## config.mk

```make
export PLATFORM = sky130hd
export DESIGN_NAME = collision_events_flat
export DESIGN_NICKNAME = d
export VERILOG_FILES = /design/src/rtl/asteroids_pkg.sv /design/src/rtl/collision_events_if.sv /design/src/rtl/collision_events_frame_countdown.sv /design/src/rtl/collision_events.sv /design/src/flat_wrapper.sv
export SDC_FILE = /design/constraint.sdc
export NUM_CORES = 1
export LEC_CHECK = 0
export BUFFER_PORTS_ARGS = -buffer_cell sky130_fd_sc_hd__buf_2
export CAP_MARGIN = 20
export CORE_MARGIN = 2
export CORE_UTILIZATION = 38
export CTS_CLUSTER_SIZE = 8
export DETAILED_ROUTE_END_ITERATION = 8
export PLACE_DENSITY = 0.66
export SLEW_MARGIN = 30
export SYNTH_ARGS = -nofsm -noshare
export SYNTH_HDL_FRONTEND = slang
export SYNTH_HIERARCHICAL = 1
export SYNTH_SLANG_ARGS = --single-unit
export TNS_END_PERCENT = 1
```

## constraint.sdc

```tcl
create_clock -name clk -period 2.45 [get_ports clk]
set_input_delay 0.245 -clock clk [delete_from_list [all_inputs] [get_ports clk]]
set_output_delay 0.245 -clock clk [all_outputs]
set_load 0.01 [all_outputs]
```

## src/rtl/asteroids_pkg.sv

```systemverilog
// ============================================================================
// Module  : asteroids_pkg
// Brief   : Shared constants and types for the collision/event datapath.
// Revision: 1.0 - initial release
// ============================================================================
`default_nettype none

package asteroids_pkg;

   localparam int T_NUM        = 4;
   localparam int GRACE_FRAMES = 120;
   localparam int GRACE_W      = 10;

   typedef enum logic [1:0] {
      ARMED = 2'd0,
      GRACE = 2'd1,
      HALT  = 2'd2
   } coll_state_t;

endpackage

`default_nettype wire

```

## src/rtl/collision_events_if.sv

```systemverilog
// ============================================================================
// Module  : collision_events_if
// Brief   : Draw-flag inputs and frame-event outputs of collision_events.
// Revision: 1.0 - initial release
// ============================================================================
`default_nettype none

interface collision_events_if #(
   parameter int T_NUM = asteroids_pkg::T_NUM
);
   localparam int CNT_W = $clog2(T_NUM + 1);

   logic             frame_start;
   logic             game_over;
   logic             draw_ship;
   logic             draw_asteroid;
   logic [T_NUM-1:0] draw_torpedo;
   logic             die;
   logic             hit;
   logic [T_NUM-1:0] hit_mask;
   logic [CNT_W-1:0] hit_count;
   logic             invulnerable;

   modport master (
      output frame_start, game_over, draw_ship, draw_asteroid, draw_torpedo,
      input  die, hit, hit_mask, hit_count, invulnerable
   );

   modport slave (
      input  frame_start, game_over, draw_ship, draw_asteroid, draw_torpedo,
      output die, hit, hit_mask, hit_count, invulnerable
   );

endinterface

`default_nettype wire

```

## src/rtl/collision_events_frame_countdown.sv

```systemverilog
// ============================================================================
// Module  : frame_countdown
// Brief   : Loadable frame down-counter; expire pulses on an enabled count of 1.
//           Only present when COLLISION_GRACE_EN is defined.
// Revision: 1.0 - initial release
// ============================================================================
`default_nettype none

`ifdef COLLISION_GRACE_EN
module frame_countdown #(
   parameter int LOAD_VALUE = asteroids_pkg::GRACE_FRAMES,
   parameter int WIDTH      = asteroids_pkg::GRACE_W
) (
   input  logic clk,
   input  logic reset,
   input  logic load,
   input  logic en,
   output logic expire
);
   import asteroids_pkg::*;

   logic [WIDTH-1:0] count_q, count_d;

   always_comb begin
      count_d = count_q;
      if (load) begin
         count_d = WIDTH'(LOAD_VALUE);
      end else if (en && (count_q != '0)) begin
         count_d = count_q - WIDTH'(1);
      end
   end

   always_ff @(posedge clk) begin
      if (reset) begin
         count_q <= WIDTH'(LOAD_VALUE);
      end else begin
         count_q <= count_d;
      end
   end

   assign expire = en & (count_q == WIDTH'(1));

endmodule
`endif

`default_nettype wire

```

## src/rtl/collision_events.sv

```systemverilog
// ============================================================================
// Module  : collision_events
// Brief   : Frame-level collision flags -> single-cycle die/hit events, with
//           post-death invulnerability (enabled by COLLISION_GRACE_EN).
// Revision: 1.0 - initial release
// ============================================================================
`default_nettype none

module collision_events #(
   parameter int T_NUM        = asteroids_pkg::T_NUM,
   parameter int GRACE_FRAMES = asteroids_pkg::GRACE_FRAMES
) (
   input  logic               clk,
   input  logic               reset,
   collision_events_if.slave  bus
);
   import asteroids_pkg::*;

   localparam int         CNT_W    = $clog2(T_NUM + 1);
   localparam logic [1:0] ST_ARMED = ARMED;
   localparam logic [1:0] ST_HALT  = HALT;
`ifdef COLLISION_GRACE_EN
   localparam logic [1:0] ST_GRACE = GRACE;
   localparam logic [1:0] ST_RESET = ST_GRACE;
`else
   localparam logic [1:0] ST_RESET = ST_ARMED;
`endif

   logic [1:0]       state_q, state_d;
   logic             ship_f_q, ship_f_d;
   logic [T_NUM-1:0] torp_f_q, torp_f_d;
   logic             die_q, die_d;
   logic             hit_q, hit_d;
   logic [T_NUM-1:0] hit_mask_q, hit_mask_d;
   logic [CNT_W-1:0] hit_count_q, hit_count_d;

`ifdef COLLISION_GRACE_EN
   logic cd_load;
   logic cd_en;
   logic cd_expire;

   frame_countdown #(
      .LOAD_VALUE (GRACE_FRAMES),
      .WIDTH      (GRACE_W)
   ) u_frame_countdown (
      .clk    (clk),
      .reset  (reset),
      .load   (cd_load),
      .en     (cd_en),
      .expire (cd_expire)
   );
`else
   logic unused_grace_frames;
   assign unused_grace_frames = (GRACE_FRAMES > 0);
`endif

   always_comb begin
      // A coincidence on the boundary cycle belongs to the new frame: clear, then set.
      ship_f_d    = (ship_f_q & ~bus.frame_start) | (bus.draw_ship & bus.draw_asteroid);
      torp_f_d    = (torp_f_q & {T_NUM{~bus.frame_start}})
                  | (bus.draw_torpedo & {T_NUM{bus.draw_asteroid}});
      state_d     = state_q;
      die_d       = 1'b0;
      hit_mask_d  = '0;
`ifdef COLLISION_GRACE_EN
      cd_load     = 1'b0;
      cd_en       = 1'b0;
`endif
      if (bus.frame_start) begin
         if (bus.game_over) begin
            state_d = ST_HALT;
         end else begin
            case (state_q)
               ST_ARMED: begin
                  die_d      = ship_f_q;
                  hit_mask_d = torp_f_q;
`ifdef COLLISION_GRACE_EN
                  if (ship_f_q) begin
                     state_d = ST_GRACE;
                     cd_load = 1'b1;
                  end
`endif
               end
`ifdef COLLISION_GRACE_EN
               ST_GRACE: begin
                  hit_mask_d = torp_f_q;
                  cd_en      = 1'b1;
                  if (cd_expire) begin
                     state_d = ST_ARMED;
                  end
               end
`endif
               default: begin
                  state_d = state_q;
               end
            endcase
         end
      end
      hit_d       = |hit_mask_d;
      hit_count_d = '0;
      for (int i = 0; i < T_NUM; i++) begin
         hit_count_d = hit_count_d + CNT_W'(hit_mask_d[i]);
      end
   end

   always_ff @(posedge clk) begin
      if (reset) begin
         state_q     <= ST_RESET;
         ship_f_q    <= 1'b0;
         torp_f_q    <= '0;
         die_q       <= 1'b0;
         hit_q       <= 1'b0;
         hit_mask_q  <= '0;
         hit_count_q <= '0;
      end else begin
         state_q     <= state_d;
         ship_f_q    <= ship_f_d;
         torp_f_q    <= torp_f_d;
         die_q       <= die_d;
         hit_q       <= hit_d;
         hit_mask_q  <= hit_mask_d;
         hit_count_q <= hit_count_d;
      end
   end

   assign bus.die       = die_q;
   assign bus.hit       = hit_q;
   assign bus.hit_mask  = hit_mask_q;
   assign bus.hit_count = hit_count_q;
`ifdef COLLISION_GRACE_EN
   assign bus.invulnerable = (state_q == ST_GRACE);
`else
   assign bus.invulnerable = 1'b0;
`endif

endmodule

`default_nettype wire

```

## src/flat_wrapper.sv

```systemverilog
// flat-port wrapper written by rule: the top's interface ports become plain ports
module collision_events_flat import asteroids_pkg::*;
#(
   parameter int T_NUM        = asteroids_pkg::T_NUM,
   parameter int GRACE_FRAMES = asteroids_pkg::GRACE_FRAMES
)
  (clk, reset, bus_frame_start, bus_game_over, bus_draw_ship, bus_draw_asteroid, bus_draw_torpedo, bus_die, bus_hit, bus_hit_mask, bus_hit_count, bus_invulnerable);
  collision_events_if #(.T_NUM(T_NUM)) bus_i ();
  input  logic clk;
  input  logic reset;
  input wire logic [$bits(bus_i.frame_start)-1:0] bus_frame_start;
  input wire logic [$bits(bus_i.game_over)-1:0] bus_game_over;
  input wire logic [$bits(bus_i.draw_ship)-1:0] bus_draw_ship;
  input wire logic [$bits(bus_i.draw_asteroid)-1:0] bus_draw_asteroid;
  input wire logic [$bits(bus_i.draw_torpedo)-1:0] bus_draw_torpedo;
  output wire logic [$bits(bus_i.die)-1:0] bus_die;
  output wire logic [$bits(bus_i.hit)-1:0] bus_hit;
  output wire logic [$bits(bus_i.hit_mask)-1:0] bus_hit_mask;
  output wire logic [$bits(bus_i.hit_count)-1:0] bus_hit_count;
  output wire logic [$bits(bus_i.invulnerable)-1:0] bus_invulnerable;
  assign bus_i.frame_start = bus_frame_start;
  assign bus_i.game_over = bus_game_over;
  assign bus_i.draw_ship = bus_draw_ship;
  assign bus_i.draw_asteroid = bus_draw_asteroid;
  assign bus_i.draw_torpedo = bus_draw_torpedo;
  assign bus_die = bus_i.die;
  assign bus_hit = bus_i.hit;
  assign bus_hit_mask = bus_i.hit_mask;
  assign bus_hit_count = bus_i.hit_count;
  assign bus_invulnerable = bus_i.invulnerable;
  collision_events #(.T_NUM(T_NUM), .GRACE_FRAMES(GRACE_FRAMES)) u_core (.clk(clk), .reset(reset), .bus(bus_i));
endmodule
```

=== Yosys cells after proc, flatten, opt, wreduce, memory -nomap -nowiden ===
Cells that the tools add are included.

* Bits in latches: 0
* Output and inout bits: 10
* Bits in writable memories: 0
* Memory bits (read-only): 0
* Register bits after elaboration: 15
* Memories kept: 0

* Bitwise operators: 8
* Divide/modulo/power cells: 0
* Muxes and demuxes: 3
* Reduce and logical (&&, ||, !) cells: 4
* Shift operators: 0
* $mul: 0
* Eq/ne operators: 0
* $add $sub $neg: 3
* Order comparisons: 0

{| class="wikitable"
|+ Operators with widths
! operator !! number
|-
| $mux 4 || 3
|-
| $and 4x4->4 || 2
|-
| $reduce_or 4->1 || 2
|-
| $add 3x1->3 || 2
|-
| $or 4x4->4 || 1
|-
| $add 1x1->2 || 1
|-
| $and 1x1->1 || 2
|-
| $logic_not 2->1 || 1
|-
| $not 1->1 || 2
|-
| $reduce_and 2->1 || 1
|-
| $or 1x1->1 || 1
|}

=== Depth between registers and ports, before layout ===
Gate-level depths: netlist of the first run.

* Depth after elaboration: 7
* Gate-level depth with buffers: 6

=== Worst setup path after synthesis of the first run ===
Ideal clock, no wire load.

* Path kind: register to register
* Start: register u_core.state_q[1]
* End: register u_core.hit_count_q[1], in the netlist u_core/bus.hit_count[1]
* Setup slack: 0.589 ns
* Data required time: 2.321 ns
* Arrival: 1.731 ns
* Path buffers: 0
* Stages on the path, launching flop included: 7
* Library setup time: 0.129 ns
* Period minus slack after synthesis: 1.861 ns
* Cell sequence: dfxtp_1 nor3b_2 and2_1 fa_1 ha_1 ha_1 nor2b_1

* Cells in the longest elaborated chain, start to end: 7

{| class="wikitable"
|+ RTL lines
! what !! RTL line !! source
|-
| from (decl) || collision_events.sv:29 || <nowiki>logic [1:0] state_q, state_d;</nowiki>
|-
| from (signal assigned) || collision_events.sv:116 || <nowiki>state_q <= state_d;</nowiki>
|-
| $logic_not 2->1 || collision_events.sv:73 || <nowiki>case (state_q)</nowiki>
|-
| $mux 4 || collision_events.sv:73 ||
|-
| $mux 4 || collision_events.sv:70 || <nowiki>if (bus.game_over) begin</nowiki>
|-
| $mux 4 || collision_events.sv:69 || <nowiki>if (bus.frame_start) begin</nowiki>
|-
| net u_core.hit_mask_d[1] || collision_events.sv:34 || <nowiki>logic [T_NUM-1:0] hit_mask_q, hit_mask_d;</nowiki>
|-
| $add 1x1->2 || collision_events.sv:102 || <nowiki>hit_count_d = hit_count_d + CNT_W'(hit_mask_d[i]);</nowiki>
|-
| $add 3x1->3 (2 in a row) || collision_events.sv:102 ||
|-
| net u_core.hit_count_d[1] || collision_events.sv:35 || <nowiki>logic [CNT_W-1:0] hit_count_q, hit_count_d;</nowiki>
|-
| to (signal assigned) || collision_events.sv:122 || <nowiki>hit_count_q <= hit_count_d;</nowiki>
|-
| to (decl) || collision_events.sv:35 ||
|}

The timed path passes the listed nets, and every way through them passes these cells.
A chain may end at the register's enable or synchronous reset.

=== Worst setup path after layout of the first run ===
Ends and elaborated chain as after synthesis.

==> summary.txt, run 1 <==
Logic synthesis
  • Syn Nets: 72
  • Synth Cell Area: 596 um^2
  • Synth Instances: 58
  • Async set-reset flop share out of synthesis: 0%
  • Post-synth EDFFs: 0
  • Sequential area share after synthesis: 50.4%
  • Syn Area/Cell: 10.3 um^2
  • Synthesis Warnings: 6
  • Count of unique library cells instantiated by Yosys: 17
  • Commonest register cell after synthesis: dfxtp_1
  • Synth Register Bits: 15

STA
  • Setup_tns: 0 ps
  • Period Utilization, post-route: 80.2%
  • Clock Skew: 5.48 ps
  • Tmin final: 1960 ps
  • Fmax: 0.509 GHz
  • RSZ-0062 raised after global routing: false
  • Slew Viols, Final: 0
  • Final hold vios: 0
  • Setup-failing EPs final: 0

Global route
  • Antenna violations before repair: 0
  • First-pass GRT wire length: 1500 um
  • Total global routing track utilization: 11.2%
  • Gr ovfl total: 0
  • Largest net degree at the start of global routing: 12
  • Vias in the first global route: 365

Floorplan
  • Initial core utilization: 40.0%
  • Die area: 1900 um^2
  • Cell Rows: 14
  • CORE AREA: 1490 um^2
  • Die height: 43.6 um
  • I/O pins: 20
  • Chip width: 43.6 um

Critical path
  • Crit path launch: u_core/state_q[1]
  • Startpoint types: flip-flop
  • Worst Path Buf+Inv: 0
  • Worst path depth: 6
  • Flop-to-flop setup slack: 490 ps
  • Family with the most delay on the worst path: adder cells
  • Max incr delay on CP: 430 ps
  • Worst Reg2Reg Path Length in Cells: 6
  • CP Capture Point: u_core/bus.hit_count[1]
  • FF-to-FF Start: u_core/state_q[1]
  • Worst Path Max Fanout: 6
  • Arrival time worst endpoint: 2140 ps
  • Most used cell, CP: ha_1
  • Crit path cell chain: nor3b_2 -> and2_1 -> fa_1 -> ha_1 -> ha_1 -> nor2b_1
  • CP Capture Type: flip-flop
  • CP max-delay cell: fa_1
  • RR Endpoint: u_core/bus.hit_count[1]
  • Worst EP required: 2630 ps
  • Kind of critical path: flip-flop to flip-flop

Route
  • # DRC: 0
  • Final WL: 915 um
  • ANT nets after route: 0
  • DR iter-0 viols: 1
  • Post-DR vias/cell: 4.54
  • Avg WL per Cell: 9.73 um
  • Via count: 427
  • Pre-antenna DRT Iters: 4

Job
  • Max-cap violations: 0

Placement
  • Routability Congestion: 0.711
  • PortBufs: 18
  • Placed Area: 694 um^2
  • Post-DP HPWL: 681 um

Worst hold path
  • Worst min path class: input port to flip-flop

Clocking
  • CTS tree: built
  • Cts bufs inserted: 3
  • Clk slew on worst S/H paths: 90 ps
  • Worst skew pair latency: 280 ps
  • CTS-repair resized insts: 0
  • Cts hold-fix bufs: 0
  • Post-CTS setup buffer count: 0
  • Sink Count: 15
  • Root Driver: clkbuf_4
  • H-tree levels: 1
  • Max Root-Sink Buffers: 2

Power
  • Pwr Density: 599 nW/um^2
  • Peak supply drop: 0.203 mV
  • Leakage: 0.000341 uW

Status
  • Status: completed

Layout
  • Fillcell total: 150
  • Fraction of layout cells with a size suffix above 1: 30.8%
  • Area growth, synth to finish: 21.0%
  • Net count, final: 93
  • Number of diodes: 0
  • Final instance area: 721 um^2
==> cell usage after synthesis, types with 3 or more instances <==
master	n	share of area [%]
a21oi_1	6	5.0
dfxtp_1	15	50
nand2_1	7	4.4
ha_1	3	6.3
and2_1	9	9.5
nand2b_1	5	5.3
nor2b_1	3	3.2
==> tightest hold or removal path, stage by stage <==
cell,delay [ps]
buf_2,90
nand2_1,50
a21oi_1,50
==> final cells by class <==
| cell class | instances | area (um^2) | share of cell area (%) |
|---|---|---|---|
| Clock buffer | 4 | 26.3 | 3.65 |
| Multi-Input combinational cell | 41 | 284 | 39.4 |
| Timing Repair Buffer | 18 | 90.1 | 12.5 |
| Tap cell | 16 | 20.0 | 2.78 |
| Sequential cell | 15 | 300 | 41.7 |
==> stage by stage <==
stage / worst slack (ps) / total power, uW / hold WS [ps] / util (%) / std cells
floorplan: 589 / 284 / 381 / - / 58
global placement: 493 / 298 / 452 / 46.6 / 90
detailed placement: 440 / 299 / 451 / 46.6 / 90
CTS: 472 / 437 / 193 / 48.4 / 94
global route: 361 / 458 / 206 / 48.4 / 94
finish: 486 / 432 / 199 / 48.4 / 94
==> placed cells by master (no fill, tap or decap) <==
cell	n
a211oi_2	1
a21oi_1	6
and2_1	9
buf_2	18
clkbuf_1	1
clkbuf_4	3
conb_1	1
dfxtp_1	15
fa_1	1
ha_1	3
nand2_1	7
nand2b_1	5
nor2_1	1
nor2b_1	3
nor3b_1	1
nor3b_2	1
nor4b_2	1
or3b_1	1
==> layer usage <==
metal	track usage, %	wire, um	up-vias
li1	-	-	228
met1	13.9	418	182
met2	15.6	429	15
met3	3.75	51	2
met4	9.09	14	0
met5	0	0	-
==> flip-flops by register name, summed over array words and instances, names as in the netlist <==
signal / count
u_core/bus.die: 1
u_core/bus.hit: 1
u_core/bus.hit_count: 3
u_core/bus.hit_mask: 4
u_core/ship_f_q: 1
u_core/state_q: 1
u_core/torp_f_q: 4
==> kinds of logic (layout without fill, tap and decap cells) <==
| family | count (synthesis) | after routing | share of synthesized area, % |
|---|---|---|---|
| other | 1 | 1 | 0.630 |
| buffers and inverters | 2 | 22 | 1.89 |
| AND/OR/NAND/NOR | 29 | 29 | 30.3 |
| flip-flops | 15 | 15 | 50.4 |
| adder cells (fa/ha/maj) | 4 | 4 | 9.66 |
| AO/OA/AOI/OAI | 7 | 7 | 7.14 |
==> worst min path at each step <==
stage,start,end,cells past startpoint
global placement,u_core/ship_f_q,u_core/bus.die,1
CTS,bus_draw_torpedo[1],u_core/torp_f_q[1],3
finish,bus_draw_torpedo[1],u_core/torp_f_q[1],3
global route,bus_draw_torpedo[3],u_core/torp_f_q[3],3
floorplan,bus_draw_asteroid,u_core/ship_f_q,2
detailed placement,u_core/ship_f_q,u_core/bus.die,1
==> power breakdown <==
| group | internal [uW] | switching [uW] |
|---|---|---|
| sequential | 252 | 5.87 |
| combinational | 17.3 | 18.0 |
| clock | 63.2 | 76.0 |
| total | 332 | 99.9 |
No activity file was read; power rests on OpenSTA's default activity.
==> inputs of run 2 (changes only) <==
==> constraint.sdc (replaced) <==
create_clock -name clk -period 1.9 [get_ports clk]
set_input_delay 0.19 -clock clk [delete_from_list [all_inputs] [get_ports clk]]
set_output_delay 0.19 -clock clk [all_outputs]
set_load 0.01 [all_outputs]
==> run 2 against run 1 <==
Net effect: wire length rose by 7.0%; fmax up 6.7%; clock skew shrank 1.3 ps; hold slack worse by 57 ps; highest routed layer unchanged; largest power group unchanged; global-route usage up 0.42 points; total power grew 30%.
==> summary.txt, run 2 (synthesis results as in run 1) <==
Critical path
  • Flop-to-flop setup slack: 60 ps
  • Startpoint types: flip-flop
  • Crit path cell chain: nor3b_4 -> and2_4 -> fa_1 -> ha_2 -> ha_4 -> nor2b_1
  • Worst Reg2Reg Path Length in Cells: 6
  • Worst EP required: 2070 ps
  • Max incr delay on CP: 410 ps
  • CP max-delay cell: fa_1
  • CP Capture Type: flip-flop
  • Worst Path Max Fanout: 4
  • Kind of critical path: flip-flop to flip-flop
  • RR Endpoint: u_core/bus.hit_count[1]
  • Arrival time worst endpoint: 2010 ps
  • FF-to-FF Start: u_core/state_q[1]

Route
  • DR iter-0 viols: 1
  • Post-DR vias/cell: 4.60
  • Via count: 442
  • Final WL: 979 um
  • ANT nets after route: 0
  • Avg WL per Cell: 10.2 um
  • # DRC: 0
  • Pre-antenna DRT Iters: 3

Global route
  • Largest net degree at the start of global routing: 12
  • First-pass GRT wire length: 1580 um
  • Antenna violations before repair: 0
  • Vias in the first global route: 406
  • Total global routing track utilization: 11.6%
  • Gr ovfl total: 0

STA
  • Clock Skew: 4.15 ps
  • Tmin final: 1840 ps
  • Setup-failing EPs final: 0
  • RSZ-0062 raised after global routing: true
  • Period Utilization, post-route: 96.8%
  • Fmax: 0.543 GHz
  • Hold WS: 142 ps
  • Setup_tns: 0 ps
  • Slew Viols, Final: 0
  • Final hold vios: 0

Floorplan
  • Initial core utilization: 40.0%
  • CORE AREA: 1490 um^2
  • I/O pins: 20
  • Die area: 1900 um^2
  • Die height: 43.6 um
  • Chip width: 43.6 um
  • Cell Rows: 14

Clocking
  • Root Driver: clkbuf_4
  • CTS tree: built
  • Cts bufs inserted: 3
  • Post-CTS setup buffer count: 0
  • Clk slew on worst S/H paths: 90 ps
  • Cts hold-fix bufs: 0
  • H-tree levels: 1
  • Worst skew pair latency: 280 ps
  • Sink Count: 15
  • Max Root-Sink Buffers: 2

Power
  • Switching pwr: 134 uW
  • P_int: 429 uW
  • Clock power share: 31.7%
  • Logic pwr share: 9.3%
  • Sw Ratio: 23.8%
  • Leakage: 0.000353 uW
  • Pwr Density: 734 nW/um^2
  • Sequential share of power: 59.0%
  • Peak supply drop: 0.255 mV

Worst hold path
  • Worst hold stages: 3
  • WHS Endpoint: u_core/torp_f_q[1]
  • Min-delay src: bus_draw_torpedo[1]
  • Worst min path class: input port to flip-flop

Layout
  • Fraction of layout cells with a size suffix above 1: 40.0%
  • Fin util: 51.5%
  • Number of diodes: 0
  • Commonest non-fill, non-tap cells in the layout: buf_2, dfxtp_1, and2_1, nand2_1, a21oi_1
  • Net count, final: 95
  • Area growth, synth to finish: 28.8%
  • Commonest non-fill, non-tap cell in the layout: buf_2

Placement
  • PortBufs: 18
  • Post-DP HPWL: 693 um
  • Routability Congestion: 0.707

Job
  • Max-cap violations: 0

Status
  • Status: completed
[run 2: layout make-up]
type | count | area (um^2)
Fill cell | 136 | 722
Multi-Input combinational cell | 41 | 310
Sequential cell | 15 | 304
Timing Repair Buffer | 20 | 105
Clock buffer | 3 | 22.5
Tap cell | 16 | 20.0
Clock inverter | 1 | 5.00
[run 2: how the worst max path moves through the flow]
stage | end | cells past startpoint | start | slack, ps
after global routing | u_core/bus.hit_count[1] | 6 | u_core/state_q[1] | -20
final | u_core/bus.hit_count[1] | 6 | u_core/state_q[1] | 60
after floorplan | u_core/bus.hit_count[1] | 6 | u_core/state_q[1] | 40
after detailed placement | u_core/bus.hit_count[1] | 6 | u_core/state_q[1] | 9
after global placement | u_core/bus.hit_count[1] | 6 | u_core/state_q[1] | 60
after CTS | u_core/bus.hit_count[1] | 6 | u_core/state_q[1] | 20
[run 2: stage by stage]
step	worst slack, ps	power (uW)	instance area [um^2]	cells
final	60.0	563	767	96
after global routing	-15.6	594	767	96
after CTS	16.9	569	737	96
after detailed placement	9.43	388	709	92
after global placement	61.7	387	709	92
after floorplan	39.4	366	596	58
[run 2: metal layers]
layer,part of all wire (%),wire length [um],track usage [%]
met5,0,0,0
met4,0.92,9,9.09
met3,5.6,55,3.75
met2,45,442,17.4
met1,48,471,13.6
[run 2: worst max-delay path, delay by kind of cell, from the launching register on]
family        cells  cell delay [ps]
fa+ha+maj         3              820
simple gates      3              530
flops             1              370
[run 2: power groups by stage]
stage	Clock [uW]	Combinational [uW]	Sequential (uW)
6_report	179	52.3	332
2_1_floorplan	0	27.1	339
3_5_place_dp	0	49.1	339
4_1_cts	188	49.3	332
3_3_place_gp	0	48.4	338
5_1_grt	201	59.1	334
[run 2: timing repair]
item                       4_1_cts  5_1_grt
gates resized for setup          0        7
setup endpoints to repair        1        1
pin swaps                        1        5
